--- src/rtl/mem_port_arbiter.sv ---
// Arbitrates a single-ported unified memory between instruction fetch and load/store.
// MEM wins ties; each access is a Mem_Req/Mem_Ready handshake with a bounded wait.
module mem_port_arbiter #(
  parameter int unsigned ADDR_W  = 32,
  parameter int unsigned DATA_W  = 32,
  parameter int unsigned TIMEOUT = 15
) (
  input  logic              CLK,
  input  logic              RESET,
  input  logic              IF_Req,
  input  logic [ADDR_W-1:0] IF_Addr,
  input  logic              IF_Flush,
  input  logic              MEM_Read,
  input  logic              MEM_Write,
  input  logic [ADDR_W-1:0] MEM_Addr,
  input  logic [DATA_W-1:0] MEM_WData,
  output logic [DATA_W-1:0] IF_Instruction,
  output logic              IF_Valid,
  output logic [DATA_W-1:0] MEM_RData,
  output logic              MEM_Done,
  output logic              Stall_IF,
  output logic              Stall_MEM,
  output logic              Bus_Err,
  output logic              Mem_Req,
  output logic              Mem_WE,
  output logic [ADDR_W-1:0] Mem_Addr,
  output logic [DATA_W-1:0] Mem_WData,
  input  logic              Mem_Ready,
  input  logic [DATA_W-1:0] Mem_RData
);

  localparam int unsigned CNT_W = 8;

  typedef enum logic [1:0] {
    IDLE      = 2'd0,
    SERVE_MEM = 2'd1,
    SERVE_IF  = 2'd2
  } state_e;

  state_e              state_q, state_d;
  logic                mem_req_q, mem_req_d;
  logic                mem_we_q, mem_we_d;
  logic [ADDR_W-1:0]   mem_addr_q, mem_addr_d;
  logic [DATA_W-1:0]   mem_wdata_q, mem_wdata_d;
  logic [DATA_W-1:0]   if_instr_q, if_instr_d;
  logic                if_valid_q, if_valid_d;
  logic [DATA_W-1:0]   mem_rdata_q, mem_rdata_d;
  logic                mem_done_q, mem_done_d;
  logic                bus_err_q, bus_err_d;
  logic [CNT_W-1:0]    cnt_q, cnt_d;
  logic                drop_q, drop_d;

  logic                mem_pending_c;
  logic                if_pending_c;
  logic                handshake_c;
  logic                timeout_c;
  logic                drop_c;

  // A requester whose done pulse is showing is still holding its request; skip it this cycle.
  assign mem_pending_c = (MEM_Read | MEM_Write) & ~mem_done_q;
  assign if_pending_c  = IF_Req & ~IF_Flush & ~if_valid_q;
  assign handshake_c   = mem_req_q & Mem_Ready;
  assign timeout_c     = ~Mem_Ready & (cnt_q == CNT_W'(TIMEOUT - 1));
  assign drop_c        = drop_q | IF_Flush;

  // State and registered outputs
  always_ff @(posedge CLK or negedge RESET) begin
    if (!RESET) begin
      state_q     <= IDLE;
      mem_req_q   <= 1'b0;
      mem_we_q    <= 1'b0;
      mem_addr_q  <= '0;
      mem_wdata_q <= '0;
      if_instr_q  <= '0;
      if_valid_q  <= 1'b0;
      mem_rdata_q <= '0;
      mem_done_q  <= 1'b0;
      bus_err_q   <= 1'b0;
      cnt_q       <= '0;
      drop_q      <= 1'b0;
    end else begin
      state_q     <= state_d;
      mem_req_q   <= mem_req_d;
      mem_we_q    <= mem_we_d;
      mem_addr_q  <= mem_addr_d;
      mem_wdata_q <= mem_wdata_d;
      if_instr_q  <= if_instr_d;
      if_valid_q  <= if_valid_d;
      mem_rdata_q <= mem_rdata_d;
      mem_done_q  <= mem_done_d;
      bus_err_q   <= bus_err_d;
      cnt_q       <= cnt_d;
      drop_q      <= drop_d;
    end
  end

  // Arbitration, handshake and timeout sequencing
  always_comb begin
    state_d     = state_q;
    mem_req_d   = mem_req_q;
    mem_we_d    = mem_we_q;
    mem_addr_d  = mem_addr_q;
    mem_wdata_d = mem_wdata_q;
    if_instr_d  = if_instr_q;
    if_valid_d  = 1'b0;
    mem_rdata_d = mem_rdata_q;
    mem_done_d  = 1'b0;
    bus_err_d   = 1'b0;
    cnt_d       = cnt_q;
    drop_d      = drop_q;

    case (state_q)
      IDLE: begin
        cnt_d  = '0;
        drop_d = 1'b0;
        if (mem_pending_c) begin
          mem_addr_d  = MEM_Addr;
          mem_wdata_d = MEM_WData;
          mem_we_d    = MEM_Write;
          mem_req_d   = 1'b1;
          state_d     = SERVE_MEM;
        end else if (if_pending_c) begin
          mem_addr_d = IF_Addr;
          mem_we_d   = 1'b0;
          mem_req_d  = 1'b1;
          state_d    = SERVE_IF;
        end
      end

      SERVE_MEM: begin
        if (handshake_c) begin
          if (!mem_we_q) begin
            mem_rdata_d = Mem_RData;
          end
          mem_req_d  = 1'b0;
          mem_done_d = 1'b1;
          state_d    = IDLE;
        end else if (timeout_c) begin
          mem_rdata_d = '0;
          mem_req_d   = 1'b0;
          mem_done_d  = 1'b1;
          bus_err_d   = 1'b1;
          state_d     = IDLE;
        end else begin
          cnt_d = cnt_q + CNT_W'(1);
        end
      end

      SERVE_IF: begin
        // A flushed fetch still finishes on the bus but is never reported.
        drop_d = drop_c;
        if (handshake_c) begin
          if (!drop_c) begin
            if_instr_d = Mem_RData;
            if_valid_d = 1'b1;
          end
          mem_req_d = 1'b0;
          state_d   = IDLE;
        end else if (timeout_c) begin
          if (!drop_c) begin
            if_instr_d = '0;
            if_valid_d = 1'b1;
          end
          mem_req_d = 1'b0;
          bus_err_d = 1'b1;
          state_d   = IDLE;
        end else begin
          cnt_d = cnt_q + CNT_W'(1);
        end
      end

      default: begin
        state_d   = IDLE;
        mem_req_d = 1'b0;
      end
    endcase
  end

  assign Stall_IF  = (IF_Req & ~IF_Valid & ~IF_Flush) | (state_q == SERVE_MEM);
  assign Stall_MEM = (MEM_Read | MEM_Write) & ~MEM_Done;

  assign Mem_Req        = mem_req_q;
  assign Mem_WE         = mem_we_q;
  assign Mem_Addr       = mem_addr_q;
  assign Mem_WData      = mem_wdata_q;
  assign IF_Instruction = if_instr_q;
  assign IF_Valid       = if_valid_q;
  assign MEM_RData      = mem_rdata_q;
  assign MEM_Done       = mem_done_q;
  assign Bus_Err        = bus_err_q;

endmodule

--- config.mk ---
export PLATFORM = sky130hd
export DESIGN_NAME = mem_port_arbiter
export DESIGN_NICKNAME = d
export VERILOG_FILES = /design/src/rtl/mem_port_arbiter.sv
export SDC_FILE = /design/constraint.sdc
export NUM_CORES = 1
export LEC_CHECK = 0
export ABC_CLOCK_PERIOD_IN_PS = 4900
export CORE_UTILIZATION = 45
export DETAILED_ROUTE_END_ITERATION = 8
export PLACE_DENSITY = 0.86
export SYNTH_ARGS = -nofsm -noshare
export SYNTH_HDL_FRONTEND = slang
export SYNTH_SLANG_ARGS = --single-unit
export TNS_END_PERCENT = 20
--- constraint.sdc ---
create_clock -name CLK -period 4.9 [get_ports CLK]
set_input_delay 0.98 -clock CLK [delete_from_list [all_inputs] [get_ports CLK]]
set_output_delay 0.98 -clock CLK [all_outputs]
set_load 0.005 [all_outputs]
== Word level (Yosys, flattened, before mapping) ==
Index checks and enable logic that the tools add are counted.
Cells by class
  $add $sub $neg: 1
  eq/ne operators: 8
  multiplexer cells: 34
  bitwise logic cells: 15
  reductions and logical operators: 12
Operator list (count)
  32-bit two-way mux: 9
  8-bit two-way mux: 2
  8-bit case mux with 2 select lines: 1
  1-bit two-way mux: 15
  3-bit AND reduction: 3
  8-bit by 1-bit adder with 8-bit output, second input constant: 1
  8-bit by 4-bit == test with 1-bit output, second input constant: 1
  2-bit two-way mux: 4
  2-bit nonzero test: 4
  1-bit bitwise AND: 7
  2-bit != test, second input constant: 3
  2-bit AND reduction: 3
  1-bit NOT: 5
  1-bit case mux with 2 select lines: 2
  2-bit case mux with 2 select lines: 1
  3-bit by 1-bit != test with 1-bit output, second input constant: 1
  3-bit != test, second input constant: 1
  1-bit bitwise OR: 3
  2-bit by 1-bit == test with 1-bit output, second input constant: 1
  2-bit == test, second input constant: 1
  2-bit logical NOT: 1
  2-bit OR reduction: 1
Storage, ports and cells
  register bits: 144
  input bits: 135
  output and inout bits: 135

== Logic depth before layout (Yosys ltp) ==
  depth after elaboration: 6
  gate-level depth with buffers: 7
  mapped depth without buffers: 6

== Worst setup path before layout ==
OpenSTA, ideal clock, no wires.
  kind: input to output
  start point: in MEM_Write
  end point: out Stall_MEM
  data arrival time: 1.576 ns
  slack: 2.344 ns
  stages: 3
  buffers on the path: 2
  cells stage by stage: o21ba_2 > buf_2 > buf_2
On the way
  cells in the longest elaborated chain, start to end: 2
Ends and longest elaborated chain
  start: declaration: line 14  | input logic MEM_Write,
  1-bit bitwise OR: line 180  | assign Stall_MEM = (MEM_Read | MEM_Write) & ~MEM_Done;
  1-bit bitwise AND: line 180
  end: declaration: line 22  | output logic Stall_MEM,
Every way passes these cells.

== Worst setup path after layout ==
  start point: in IF_Flush
  end point: out Stall_IF
On the way
  cells in the longest elaborated chain, start to end: 3
Ends and longest elaborated chain
  start: declaration: line 12  | input logic IF_Flush,
  1-bit NOT: line 179  | assign Stall_IF = (IF_Req & ~IF_Valid & ~IF_Flush) | (state_q == SERVE_MEM);
  1-bit bitwise AND: line 179
  1-bit bitwise OR: line 179
  end: declaration: line 21  | output logic Stall_IF,
Every way passes these cells.

==> metrics <==
Tmin final 3.793 ns; VDD IR max 0.2760 mV; Post-Synth Simple-Gate Area 0.06442; crit path capture type primary output; Global Route Usage Sum 0.2395; 1st-iter DRT viols 286; commonest non-fill, non-tap cell in the layout clkdlybuf4s50_1; total grt overflow 0; combinational share of power 0.406; Final setup viols 0; Post-Syn Area 5827 um^2; skew final 0.009197 ns; I/O Buffers 269; hold_ws 0.4829 ns; max-slew violation count 0; power per cell area 611.6 nW/um^2; Via density 5.255; Net Sw Power 1.646 mW; total core area 12620 um^2; post-route ant nets 0; final hold viol count 0; Critical Path Start Type input pin; detailed-route via count 4719; mux cell area share after synthesis 0.1185; Buf/Inv on CP 2; RSZ-0062 raised after global routing no; clock sink count 144; setup repair bufs after CTS 0; # resized after CTS 0; detailed placer's ending HPWL 11.46 mm; Clock Power Share 0.242; CP max stage delay 0.69 ns; Post-Synth Adder-Cell Area 0.01288; RR Endpoint MEM_RData[3]; Hold Path Class reg2reg; die width 115.8 um; nets 854; gate count after technology mapping 446; final non-filler cell total 898; H-tree depth 4; Max Fclk 263.6 MHz; initial antenna violation count 0; Worst R2R Setup Slack 2.36 ns; Final GP Congestion 0.8071; Sw Share 0.2896; flops & latches, synth 144; CTS buffer count 17; CP arrival 2.81 ns; complex-gate fraction of the synthesized area 0.1546; Yosys warnings 0; hold_buf cts 0; HP Start Mem_Addr[21]; Int Power 4.038 mW; CP max-delay cell nor3b_1; Pleak 4.156 nW; Ports 270; main combinational cell family by area after synthesis compound AO/OA/AOI/OAI gates; TritonCTS clock tree built; Req. time, crit path 3.92 ns; sequential share of power 0.352; period utilisation layout 0.7741; vias in the first global route 4704; placed insts 865; R2R depth 4; Layout fillers 881; first-pass GRT wire length 24.01 mm; commonest cells after routing, fill and taps aside clkdlybuf4s50_1 (268), dfrtp_1 (144), a22o_1 (61); largest net degree at the start of global routing 92; Clock transition at path regs 0.05 ns; Power, Total 5.685 mW; r2r startpoint cnt_q[4]; Die ar. 13410 um^2; row count 41; hold path cells 2; Layout Area Growth over Synthesis 59.52%; Synth Area in XOR/XNOR 0; register area share after synthesis 0.6184; most used cell, CP clkdlybuf4s50_1; CP Max Fanout 5; Initial Util 0.4617; TritonRoute pass-1 iters 4; n_diodes 0; synthesized area per cell 13.06 um^2; Root Driver clkbuf_16; max cap viols 0; cells along the critical path clkdlybuf4s50_1 -> nor3b_1 -> or2_2 -> clkdlybuf4s50_1; asr flop ratio synth 1.000; Clock Latency Late Sink 0.41 ns; number of synthesized flops with an enable pin 0; WS Path Type in2out; Crit path max-delay family buffers and inverters; Die Height 115.8 um; drt wl/cell 17.66 um; Least-Margin Pin Slew 1.214 ns; Hold EP Mem_Addr[21]; ys flop type dfrtp_1; Post-Route Setup TNS 0 ns; ratio of cells with drive above 1 in the final layout 0.1171; Slew headroom 0.1885; worst-case clock buffer depth 2; number of remaining DRC errors 0; outcome finished, final reports clean; net count after synthesis 587; drt total wl 15.86 mm; Netlist cell types 39
[per-layer routing]
layer	up-vias	GRT usage	share of wire
met2	204	0.4091	0.52
met3	36	0.06172	0.068
met1	2316	0.2778	0.38
met4	0	0.1256	0.030
li1	2163	-	-
met5	-	0	0
[cell usage after synthesis (all sizes together), types with 6 or more instances]
cell,n,area (um^2)
inv,6,22.52
dfrtp,144,3603
a21oi,8,40.04
clkbuf,12,45.04
o21ai,36,191.4
nand3,7,47.55
nand2,46,175.2
a22o,64,564.3
mux2,32,360.4
mux2i,33,330.3
ha,6,75.07
buf,16,113.9
[power groups by stage]
stage | registers (mW) | logic [mW] | clock network [mW]
6_report | 2.00 | 2.31 | 1.37
5_1_grt | 2.06 | 2.49 | 1.45
4_1_cts | 2.00 | 2.31 | 1.40
3_5_place_dp | 2.01 | 2.30 | 0
3_3_place_gp | 1.98 | 2.22 | 0
2_1_floorplan | 2.01 | 0.893 | 0
[area by class of cell]
class | count | area (um^2) | area share
well taps | 172 | 215.2 | 0.02315
repair buffers | 276 | 2766 | 0.2976
flip-flops and latches | 144 | 3603 | 0.3877
multi-input cells | 268 | 2061 | 0.2217
inverters | 6 | 22.52 | 0.002423
clock buffers | 21 | 440.4 | 0.04738
clock inverters | 11 | 186.4 | 0.02006
[worst max path at each step]
stage	slack (ns)	cells after the start	to	startpoint
2_1_floorplan	2.34	3	Stall_MEM	MEM_Write
3_3_place_gp	1.15	4	Stall_IF	IF_Req
3_5_place_dp	1.12	4	Stall_IF	IF_Flush
4_1_cts	1.12	4	Stall_IF	IF_Flush
5_1_grt	0.98	4	Stall_IF	IF_Req
6_report	1.11	4	Stall_IF	IF_Flush
[flip-flops by register name (all words and copies together) (netlist names)]
signal,count
Bus_Err,1
IF_Instruction,32
IF_Valid,1
MEM_Done,1
MEM_RData,32
Mem_Addr,32
Mem_Req,1
Mem_WData,32
Mem_WE,1
cnt_q,8
drop_q,1
state_q,2
[metrics by stage]
stage | util | area, um^2 | worst slack (ns)
6_report | 0.7366 | 9295 | 1.107
5_1_grt | 0.7366 | 9295 | 0.9829
3_3_place_gp | 0.6847 | 8641 | 1.149
4_1_cts | 0.7344 | 9268 | 1.118
3_5_place_dp | 0.6847 | 8641 | 1.118
2_1_floorplan | - | 5827 | 2.344
[cells by family after synthesis]
| logic type | after synthesis |
|---|---|
| simple gates | 77 |
| fa+ha+maj | 6 |
| flops | 144 |
| compound gates | 120 |
| mux | 65 |
| buf+inv | 34 |
[worst reg2reg max path, cell delays in order (launching register included)]
cell,delay [ns]
dfrtp_1,0.44
or4_4,0.59
o22ai_1,0.20
nand2_1,0.72
a22o_1,0.47
No activity file was read; power rests on OpenSTA's default activity.
